`src/rtl/push_button_ctrl.sv`:
```
// Multi-channel push-button front end: synchronise, debounce, then map presses
// to latch / toggle / pulse / auto-repeat outputs selected per channel at runtime.
module push_button_ctrl #(
  parameter int N_BTN           = 4,
  parameter int DEBOUNCE_CYCLES = 16,
  parameter int REPEAT_DELAY    = 256,
  parameter int REPEAT_PERIOD   = 64
) (
  input  logic                 i_clk,
  input  logic                 i_reset,
  input  logic [N_BTN-1:0]     i_push_button,
  input  logic [2*N_BTN-1:0]   i_mode,
  input  logic [N_BTN-1:0]     i_clear,
  output logic [N_BTN-1:0]     o_signal,
  output logic [N_BTN-1:0]     o_pressed,
  output logic                 o_any
);

  localparam int DB_W    = $clog2(DEBOUNCE_CYCLES + 1);
  localparam int REP_MAX = (REPEAT_DELAY > REPEAT_PERIOD) ? REPEAT_DELAY : REPEAT_PERIOD;
  localparam int REP_W   = $clog2(REP_MAX + 1);

  localparam logic [DB_W-1:0]  DB_LAST     = DB_W'(DEBOUNCE_CYCLES - 1);
  localparam logic [REP_W-1:0] DELAY_LAST  = REP_W'(REPEAT_DELAY - 1);
  localparam logic [REP_W-1:0] PERIOD_LAST = REP_W'(REPEAT_PERIOD - 1);

  localparam logic [1:0] MODE_LATCH  = 2'b00;
  localparam logic [1:0] MODE_TOGGLE = 2'b01;
  localparam logic [1:0] MODE_PULSE  = 2'b10;
  localparam logic [1:0] MODE_REPEAT = 2'b11;

  typedef enum logic [1:0] {
    REP_IDLE       = 2'd0,
    REP_WAIT_FIRST = 2'd1,
    REP_REPEATING  = 2'd2
  } rep_state_t;

  // Output semantics: in pulse/repeat modes o_signal is a one-cycle strobe that the
  // consumer must take on the cycle it is high (no back-pressure); in latch/toggle
  // modes it is a level held until i_clear or the next press.

  for (genvar c = 0; c < N_BTN; c++) begin : g_ch
    logic             sync0, sync1, p;
    logic             db, db_q, press_evt;
    logic [DB_W-1:0]  cnt;
    logic [1:0]       mode;
    logic             sig, sig_nxt, rep_fire;
    rep_state_t       state, state_nxt;
    logic [REP_W-1:0] rcnt, rcnt_nxt;

    assign mode      = i_mode[2*c +: 2];
    assign p         = ~sync1;
    assign press_evt = db & ~db_q;
    assign o_pressed[c] = db;
    assign o_signal[c]  = sig;

    always_ff @(posedge i_clk) begin
      if (i_reset) begin
        sync0 <= 1'b1;
        sync1 <= 1'b1;
        db    <= 1'b0;
        db_q  <= 1'b0;
        cnt   <= '0;
        sig   <= 1'b0;
        state <= REP_IDLE;
        rcnt  <= '0;
      end else begin
        sync0 <= i_push_button[c];
        sync1 <= sync0;
        // Any sample agreeing with the accepted level restarts the stability count.
        if (p == db) begin
          cnt <= '0;
        end else if (cnt == DB_LAST) begin
          db  <= p;
          cnt <= '0;
        end else begin
          cnt <= cnt + DB_W'(1);
        end
        db_q  <= db;
        sig   <= sig_nxt;
        state <= state_nxt;
        rcnt  <= rcnt_nxt;
      end
    end

    always_comb begin
      state_nxt = state;
      rcnt_nxt  = rcnt;
      rep_fire  = 1'b0;
      if (!db || mode != MODE_REPEAT) begin
        state_nxt = REP_IDLE;
        rcnt_nxt  = '0;
      end else begin
        case (state)
          REP_IDLE: begin
            if (press_evt) begin
              state_nxt = REP_WAIT_FIRST;
              rcnt_nxt  = '0;
            end
          end
          REP_WAIT_FIRST: begin
            if (rcnt == DELAY_LAST) begin
              rep_fire  = 1'b1;
              state_nxt = REP_REPEATING;
              rcnt_nxt  = '0;
            end else begin
              rcnt_nxt = rcnt + REP_W'(1);
            end
          end
          REP_REPEATING: begin
            if (rcnt == PERIOD_LAST) begin
              rep_fire = 1'b1;
              rcnt_nxt = '0;
            end else begin
              rcnt_nxt = rcnt + REP_W'(1);
            end
          end
          default: state_nxt = REP_IDLE;
        endcase
      end

      sig_nxt = sig;
      case (mode)
        MODE_LATCH: begin
          if (press_evt)    sig_nxt = 1'b1;
          else if (i_clear[c]) sig_nxt = 1'b0;
        end
        MODE_TOGGLE: begin
          if (press_evt)    sig_nxt = ~sig;
          else if (i_clear[c]) sig_nxt = 1'b0;
        end
        MODE_PULSE: sig_nxt = press_evt;
        default:    sig_nxt = press_evt | rep_fire;
      endcase
    end
  end

  always_ff @(posedge i_clk) begin
    if (i_reset) o_any <= 1'b0;
    else         o_any <= |o_pressed;
  end

endmodule

```
`config.mk`:
```
export PLATFORM = sky130hd
export DESIGN_NAME = push_button_ctrl
export DESIGN_NICKNAME = d
export VERILOG_FILES = /design/src/rtl/push_button_ctrl.sv
export SDC_FILE = /design/constraint.sdc
export NUM_CORES = 1
export LEC_CHECK = 0
export BUFFER_PORTS_ARGS = -buffer_cell sky130_fd_sc_hd__buf_2
export CAP_MARGIN = 15
export CELL_PAD_IN_SITES_DETAIL_PLACEMENT = 0
export CELL_PAD_IN_SITES_GLOBAL_PLACEMENT = 1
export CORE_MARGIN = 3
export CORE_UTILIZATION = 47
export CTS_CLUSTER_DIAMETER = 100
export DETAILED_ROUTE_END_ITERATION = 12
export PLACE_DENSITY_LB_ADDON = 0.3
export SLEW_MARGIN = 20
export SYNTH_ARGS = -nofsm -noshare
export SYNTH_HDL_FRONTEND = slang
export SYNTH_SLANG_ARGS = --single-unit
```
`constraint.sdc`:
```
create_clock -name i_clk -period 2.58 [get_ports i_clk]
set_input_delay 0.129 -clock i_clk [delete_from_list [all_inputs] [get_ports i_clk]]
set_output_delay 0.129 -clock i_clk [all_outputs]
set_load 0.01 [all_outputs]
```
==> impl_metrics.csv, run 1 <==
group,metric,value,unit
placement,dp_hpwl,6.37,mm
worst_setup_path,setup.worst_path.start_class,"register",
logic_synthesis,synthFlopType,"dfxtp_1",
logic_synthesis,synth_top_family_by_area,"simple AND/OR/NAND/NOR gates",
min_path,hp-class,"input pin to register",
placement,port_buffers,26,
final_layout,final_net_count,626,
logic_synthesis,ys_types,58,
floorplanning,fp.dieArea,11200,sq um
timing,fin_skew,13.0,ps
detailed_routing,drc,0,
clock_tree,cts_max_level,3,
worst_setup_path,crit_required,2820,ps
global_route,grt_start_max_net_pins,31,
timing,timing.fmax,0.441,GHz
placement,dpl_cell_area,4890,sq um
clock_tree,cts_sinks,85,
clock_tree,clock_latency,350,ps
clock_tree,path_clk_slew,90,ps
logic_synthesis,synth.avg_cell_area,8.80,sq um
global_route,grt_use_total,16.2,%
logic_synthesis,synth_edf_count,0,
timing,min_period_over_period,87.9,%
floorplanning,dieHeight,106,um
worst_setup_path,arrival,2510,ps
timing,setup_viol,0,
logic_synthesis,synth-adder-area-share,13.6,%
detailed_routing,first_pass_iters,4,
final_layout,postLayoutCellArea,5130,sq um
pwr,p_per_area,461,nW/um^2
global_route,grt_pass1_wl,15.4,mm
detailed_routing,wl,8.78,mm
global_route,antenna_found_initial,0,
logic_synthesis,synth_compound_area_share,17.8,%
final_layout,synthToLayoutAreaGrowth,9.16,%
logic_synthesis,syn_area,4700,sq um
timing,fin_crit,2270,ps
floorplanning,rows,35,
final_layout,final_core_util,54.2,%
logic_synthesis,syn-instance-count,534,
clock_tree,cts_tree,"built",
final_layout,fillers,933,
timing,rsz0062_at_grt,"no",
logic_synthesis,synth_seq_area_share,36.2,%
final_layout,layout.cells.non_filler,691,
timing,slew_headroom,55.4,%
worst_setup_path,cp-startpoint,"g_ch[0].rcnt[0]",
logic_synthesis,synth-seq-cells,85,
floorplanning,pin_count,27,
detailed_routing,antenna_left,0,
timing,holdWs,233,ps
worst_setup_path,reg2reg_from,"g_ch[0].rcnt[0]",
worst_setup_path,path_max_fanout,10,
run,cap_violations,0,
placement,placedCellCount,671,
placement,gp_congestion,0.783,
worst_setup_path,crit_path_end_kind,"register",
detailed_routing,vias_per_cell,5.31,
logic_synthesis,async_flop_share,0,%
min_path,min_from,"i_clear[3]",
clock_tree,cts_made_buffers,9,
timing,drv_slew,0,
logic_synthesis,muxShareOfSynthArea,0.852,%
global_route,grt.overflow.total,0,
logic_synthesis,yosys_warnings,0,
worst_setup_path,critPathKind,"register to register",
pwr,power.leakage,0.00192,uW
detailed_routing,num_vias,3671,
detailed_routing,drt_iter0_drc,157,
timing,finalHoldViolations,0,
logic_synthesis,synth_simple_gate_area_share,19.6,%
pwr,irDropWorstVdd,0.243,mV
run_status,outcome,"finished, final reports clean",
logic_synthesis,syn-num-nets,603,
logic_synthesis,synth_xor_area_share,5.22,%
floorplanning,start_util,49.7,%
clock_tree,cts_root_buf,"clkbuf_8",
timing,fin_tns_setup,0,ps
floorplanning,core-area,9460,sq um
final_layout,antennaDiodeCount,0,
timing,worstMarginPinSlew,667,ps
detailed_routing,wire_per_inst,12.7,um
global_route,grt_pass1_vias,3495,
clock_tree,cts_buffer_depth,2,
final_layout,drive_above_1_share,10.5,%
floorplanning,die_w,106,um
[what timing repair did]
action,CTS,global route
setup endpoints to repair,0,1
gates resized for setup,0,1
hold buffers,4,0
buffers inserted,0,0
endpoints found under the hold margin,4,0
[synth_stat cells (2+ instances only)]
| master | n | area share (%) |
|---|---|---|
| buf_2 | 2 | 0.21 |
| nand2b_1 | 5 | 0.67 |
| o21a_1 | 3 | 0.48 |
| inv_1 | 54 | 4.3 |
| nand4b_1 | 3 | 0.56 |
| a32oi_1 | 2 | 0.37 |
| a21oi_1 | 24 | 2.6 |
| a211oi_1 | 19 | 3.0 |
| a2111oi_0 | 6 | 1.1 |
| and2_1 | 12 | 1.6 |
| or2_2 | 9 | 1.2 |
| a31oi_1 | 7 | 0.93 |
| o221ai_1 | 3 | 0.56 |
| a21o_1 | 3 | 0.48 |
| a21boi_0 | 2 | 0.32 |
| a311oi_1 | 6 | 1.1 |
| nor2_1 | 52 | 4.2 |
| and3_1 | 14 | 1.9 |
| buf_4 | 8 | 1.3 |
| nand3_1 | 15 | 1.6 |
| nand2_1 | 29 | 2.3 |
| a41oi_1 | 2 | 0.37 |
| ha_1 | 51 | 14 |
| o211ai_1 | 9 | 1.4 |
| o41ai_1 | 2 | 0.37 |
| xor2_1 | 14 | 2.6 |
| o21ai_0 | 5 | 0.53 |
| or3_1 | 7 | 0.93 |
| clkbuf_1 | 8 | 0.64 |
| dfxtp_1 | 85 | 36 |
| o31ai_1 | 4 | 0.64 |
| xnor2_1 | 14 | 2.6 |
| mux2i_1 | 4 | 0.85 |
| nand4_1 | 3 | 0.40 |
| nand3b_1 | 4 | 0.64 |
| nor3_1 | 8 | 0.85 |
| a21oi_2 | 2 | 0.37 |
| nor2b_1 | 12 | 1.6 |
| and4_1 | 3 | 0.56 |
[layer usage]
layer  wire, um  vias up  GRT usage (%)
li1           -     1909              -
met1       4480     1713           22.3
met2       3980       40           26.4
met3        216        9           2.49
met4         97        0           5.00
met5          0        -              0
[power by group]
part           internal [uW]  switching (uW)
registers               1320            7.07
logic                   39.9            41.0
clock network            476             480
[cell usage in the layout (no fill, tap or decap), types with 4 or more instances in the layout]
master and instances:
dfxtp_1 85, inv_1 54, nor2_1 52, ha_1 51, nand2_1 29, buf_2 26
a21oi_1 24, a211oi_1 19, nand3_1 15, and3_1 14, xnor2_1 14, xor2_1 14
nor2b_1 12, and2_1 11, clkbuf_8 10, o211ai_1 9, or2_2 9, nor3_1 8
a31oi_1 7, or3_1 7, a2111oi_0 6, a311oi_1 6, nand2b_1 5, o21ai_0 5
o31ai_1 4, nand3b_1 4, mux2i_1 4, dlygate4sd3_1 4
[area by class of cell]
class / instances / area [sq um] / share of cell area [%]
clock buffers: 11 / 141 / 2.76
clock inverters: 5 / 60.1 / 1.17
inverters: 54 / 203 / 3.95
multi-input cells: 376 / 2690 / 52.4
flip-flops and latches: 85 / 1700 / 33.2
well taps: 129 / 161 / 3.15
repair buffers: 31 / 178 / 3.46
[path summary, 6_finish.rpt]
check | slack [ps] | endpoint | depth (start not counted)
worst max-delay path | 310 | g_ch[0].rcnt[2] | 9
worst min-delay path | 230 | g_ch[3].sig | 4
worst max register to register | 310 | g_ch[0].rcnt[2] | 9
worst min register to register | 420 | g_ch[3].sync1 | 1
[state kept, by name (all words and copies together) (netlist names)]
name,count
g_ch.db_q,4
g_ch.sync0,4
g_ch.cnt,20
o_any,1
g_ch.state,8
g_ch.sig,4
g_ch.sync1,4
g_ch.db,4
g_ch.rcnt,36
[through the flow]
| step | total power (uW) | setup slack (ps) |
|---|---|---|
| floorplan | 1410 | 421 |
| global placement | 1430 | 317 |
| detailed placement | 1440 | 279 |
| CTS | 2410 | 221 |
| global route | 2470 | 111 |
| finish | 2370 | 312 |
[cells by family after synthesis]
kind of cell,count (synthesis)
adder cells (fa/ha/maj),51
buffers and inverters,73
multiplexers,4
AO/OA/AOI/OAI,113
XOR/XNOR,28
AND/OR/NAND/NOR,180
flip-flops,85
[worst max-delay path: stages, from the launching register on]
cell and delay, ps:
dfxtp_1 370, ha_1 240, nand3_1 170, nor2_1 80, and3_1 200, ha_1 210, nor2b_1 220, and2_2 300
o21ai_1 130, o41ai_1 250
Note: power is estimated with default switching activity, not from simulation.
==> inputs of run 2 (changes only) <==
--- a/config.mk
+++ b/config.mk
@@ -14,4 +14,5 @@
 export CTS_CLUSTER_DIAMETER = 100
 export DETAILED_ROUTE_END_ITERATION = 12
+export GPL_TIMING_DRIVEN = 0
 export PLACE_DENSITY_LB_ADDON = 0.3
 export SLEW_MARGIN = 20
==> constraint.sdc (replaced) <==
create_clock -name i_clk -period 2.58 [get_ports i_clk]
set_input_delay 0.129 -clock i_clk [delete_from_list [all_inputs] [get_ports i_clk]]
set_output_delay 0.129 -clock i_clk [all_outputs]
set_load 0.1 [all_outputs]
==> impl_metrics.csv, run 2 (synthesis gave the netlist of run 1 again) <==
group,metric,value,unit
global_route,grt_use_total,16.5,%
final_layout,final_net_count,644,
global_route,grt_start_max_net_pins,16,
global_route,grt.overflow.total,0,
final_layout,top_regs,"g_ch.rcnt x36, g_ch.cnt x20, g_ch.state x8",
final_layout,antennaDiodeCount,0,
worst_setup_path,critPathKind,"register to register",
detailed_routing,num_vias,3693,
timing,slew_headroom,54.0,%
placement,dp_hpwl,6.55,mm
detailed_routing,wire_per_inst,12.5,um
pwr,irDropWorstVdd,0.269,mV
clock_tree,cts_root_buf,"clkbuf_8",
global_route,antenna_found_initial,0,
timing,drv_slew,0,
run,cap_violations,0,
timing,worstMarginPinSlew,688,ps
timing,rsz0062_at_grt,"no",
clock_tree,clock_latency,350,ps
floorplanning,fp.dieArea,11200,sq um
timing,fin_ws,279,ps
final_layout,largest_reg_flops,36,
worst_setup_path,crit_path_end_kind,"register",
final_layout,synthToLayoutAreaGrowth,11.4,%
timing,fin_crit,2300,ps
clock_tree,path_clk_slew,90,ps
clock_tree,post_cts_buffers,0,
floorplanning,start_util,49.7,%
placement,pre_cts_ws,40.2,ps
clock_tree,cts_buffer_depth,2,
timing,timing.fmax,0.435,GHz
worst_setup_path,setup.worst_path.start_class,"register",
worst_setup_path,path_max_fanout,10,
final_layout,final_common_cell,"dfxtp_1",
worst_setup_path,crit_required,2840,ps
floorplanning,dieHeight,106,um
timing,min_period_over_period,89.2,%
detailed_routing,antenna_left,0,
detailed_routing,first_pass_iters,5,
clock_tree,cts_tree,"built",
timing,finalHoldViolations,0,
placement,placedCellCount,689,
min_path,hp-class,"input pin to register",
placement,port_buffers,26,
timing,fin_tns_setup,0,ps
final_layout,final_cell_mix,"dfxtp_1 (85), inv_1 (54), nor2_1 (52), ha_1 (51), nand2_1 (29)",
run_status,outcome,"finished, final reports clean",
timing,fin_skew,9.00,ps
detailed_routing,drt_iter0_drc,108,
clock_tree,cts_sinks,85,
timing,setup_viol,0,
final_layout,drive_above_1_share,12.1,%
pwr,power.leakage,0.00197,uW
clock_tree,cts_made_buffers,9,
floorplanning,pin_count,27,
final_layout,regMostFlops,"g_ch.rcnt",
global_route,grt_pass1_vias,3418,
floorplanning,die_w,106,um
clock_tree,cts_max_level,3,
detailed_routing,wl,8.83,mm
final_layout,layout.cells.non_filler,709,
placement,gp_congestion,0.825,
pwr,p_per_area,457,nW/um^2
worst_setup_path,arrival,2560,ps
floorplanning,rows,35,
detailed_routing,vias_per_cell,5.21,
floorplanning,core-area,9460,sq um
global_route,grt_pass1_wl,15.4,mm
detailed_routing,drc,0,
final_layout,fillers,884,
run 2: cell types whose count changed in the layout (fill, tap and decap cells not counted), sizes merged:
cell,change
clkinv,-1
dlygate4sd3,+1
clkbuf,+5
buf,+10
inv,+1
clkinvlp,+2
run 2: worst max-delay path, cell delays in order (launching register included):
cell and delay [ps]:
dfxtp_1 380, ha_1 250, nand3_1 160, nor2_1 80, and3_1 200, ha_1 220
nor2b_1 240, and2_2 310, o21ai_1 130, o41ai_1 260
run 2: final cells by class:
class | instances | area (sq um) | area share (%)
buffer | 18 | 108 | 2.05
tap | 129 | 161 | 3.08
inverter | 54 | 203 | 3.87
clock inverter | 7 | 75.1 | 1.43
timing repair buffer | 31 | 180 | 3.44
multi-input combinational | 376 | 2690 | 51.3
sequential | 85 | 1700 | 32.5
clock buffer | 9 | 124 | 2.36
run 2: metal layers:
metal / track usage [%] / part of all wire (%) / routed length, um
met1: 22.0 / 52 / 4570
met2: 26.5 / 44 / 3880
met4: 5.83 / 1.4 / 124
met5: 0 / 0 / 0
met3: 3.22 / 3.0 / 266
run 2: metrics by stage:
step / hold slack [ps] / utilization, % / instance area (sq um) / total power, uW
floorplan: 219 / - / 4700 / 1430
global placement: 313 / 52.8 / 4990 / 1460
detailed placement: 314 / 52.8 / 4990 / 1470
CTS: 187 / 55.4 / 5240 / 2430
global route: 207 / 55.4 / 5240 / 2500
finish: 204 / 55.4 / 5240 / 2390
run 2: path summary, 6_finish.rpt:
kind / start / endpoint / slack [ps] / depth (start not counted)
worst min register to register: g_ch[2].sync0 / g_ch[2].sync1 / 410 / 1
worst max-delay path: g_ch[0].rcnt[0] / g_ch[0].rcnt[2] / 280 / 9
worst min-delay path: i_clear[3] / g_ch[3].sig / 200 / 4
worst max register to register: g_ch[0].rcnt[0] / g_ch[0].rcnt[2] / 280 / 9
run 2: power by group:
group          internal, uW  switching [uW]
combinational          45.4            66.1
clock                   450             501
sequential             1320            7.32
run 2: timing repair:
action	in CTS	in global routing
gates resized for setup	0	1
endpoints found under the setup margin	0	7
hold endpoints to repair	5	0
hold buffers	5	0
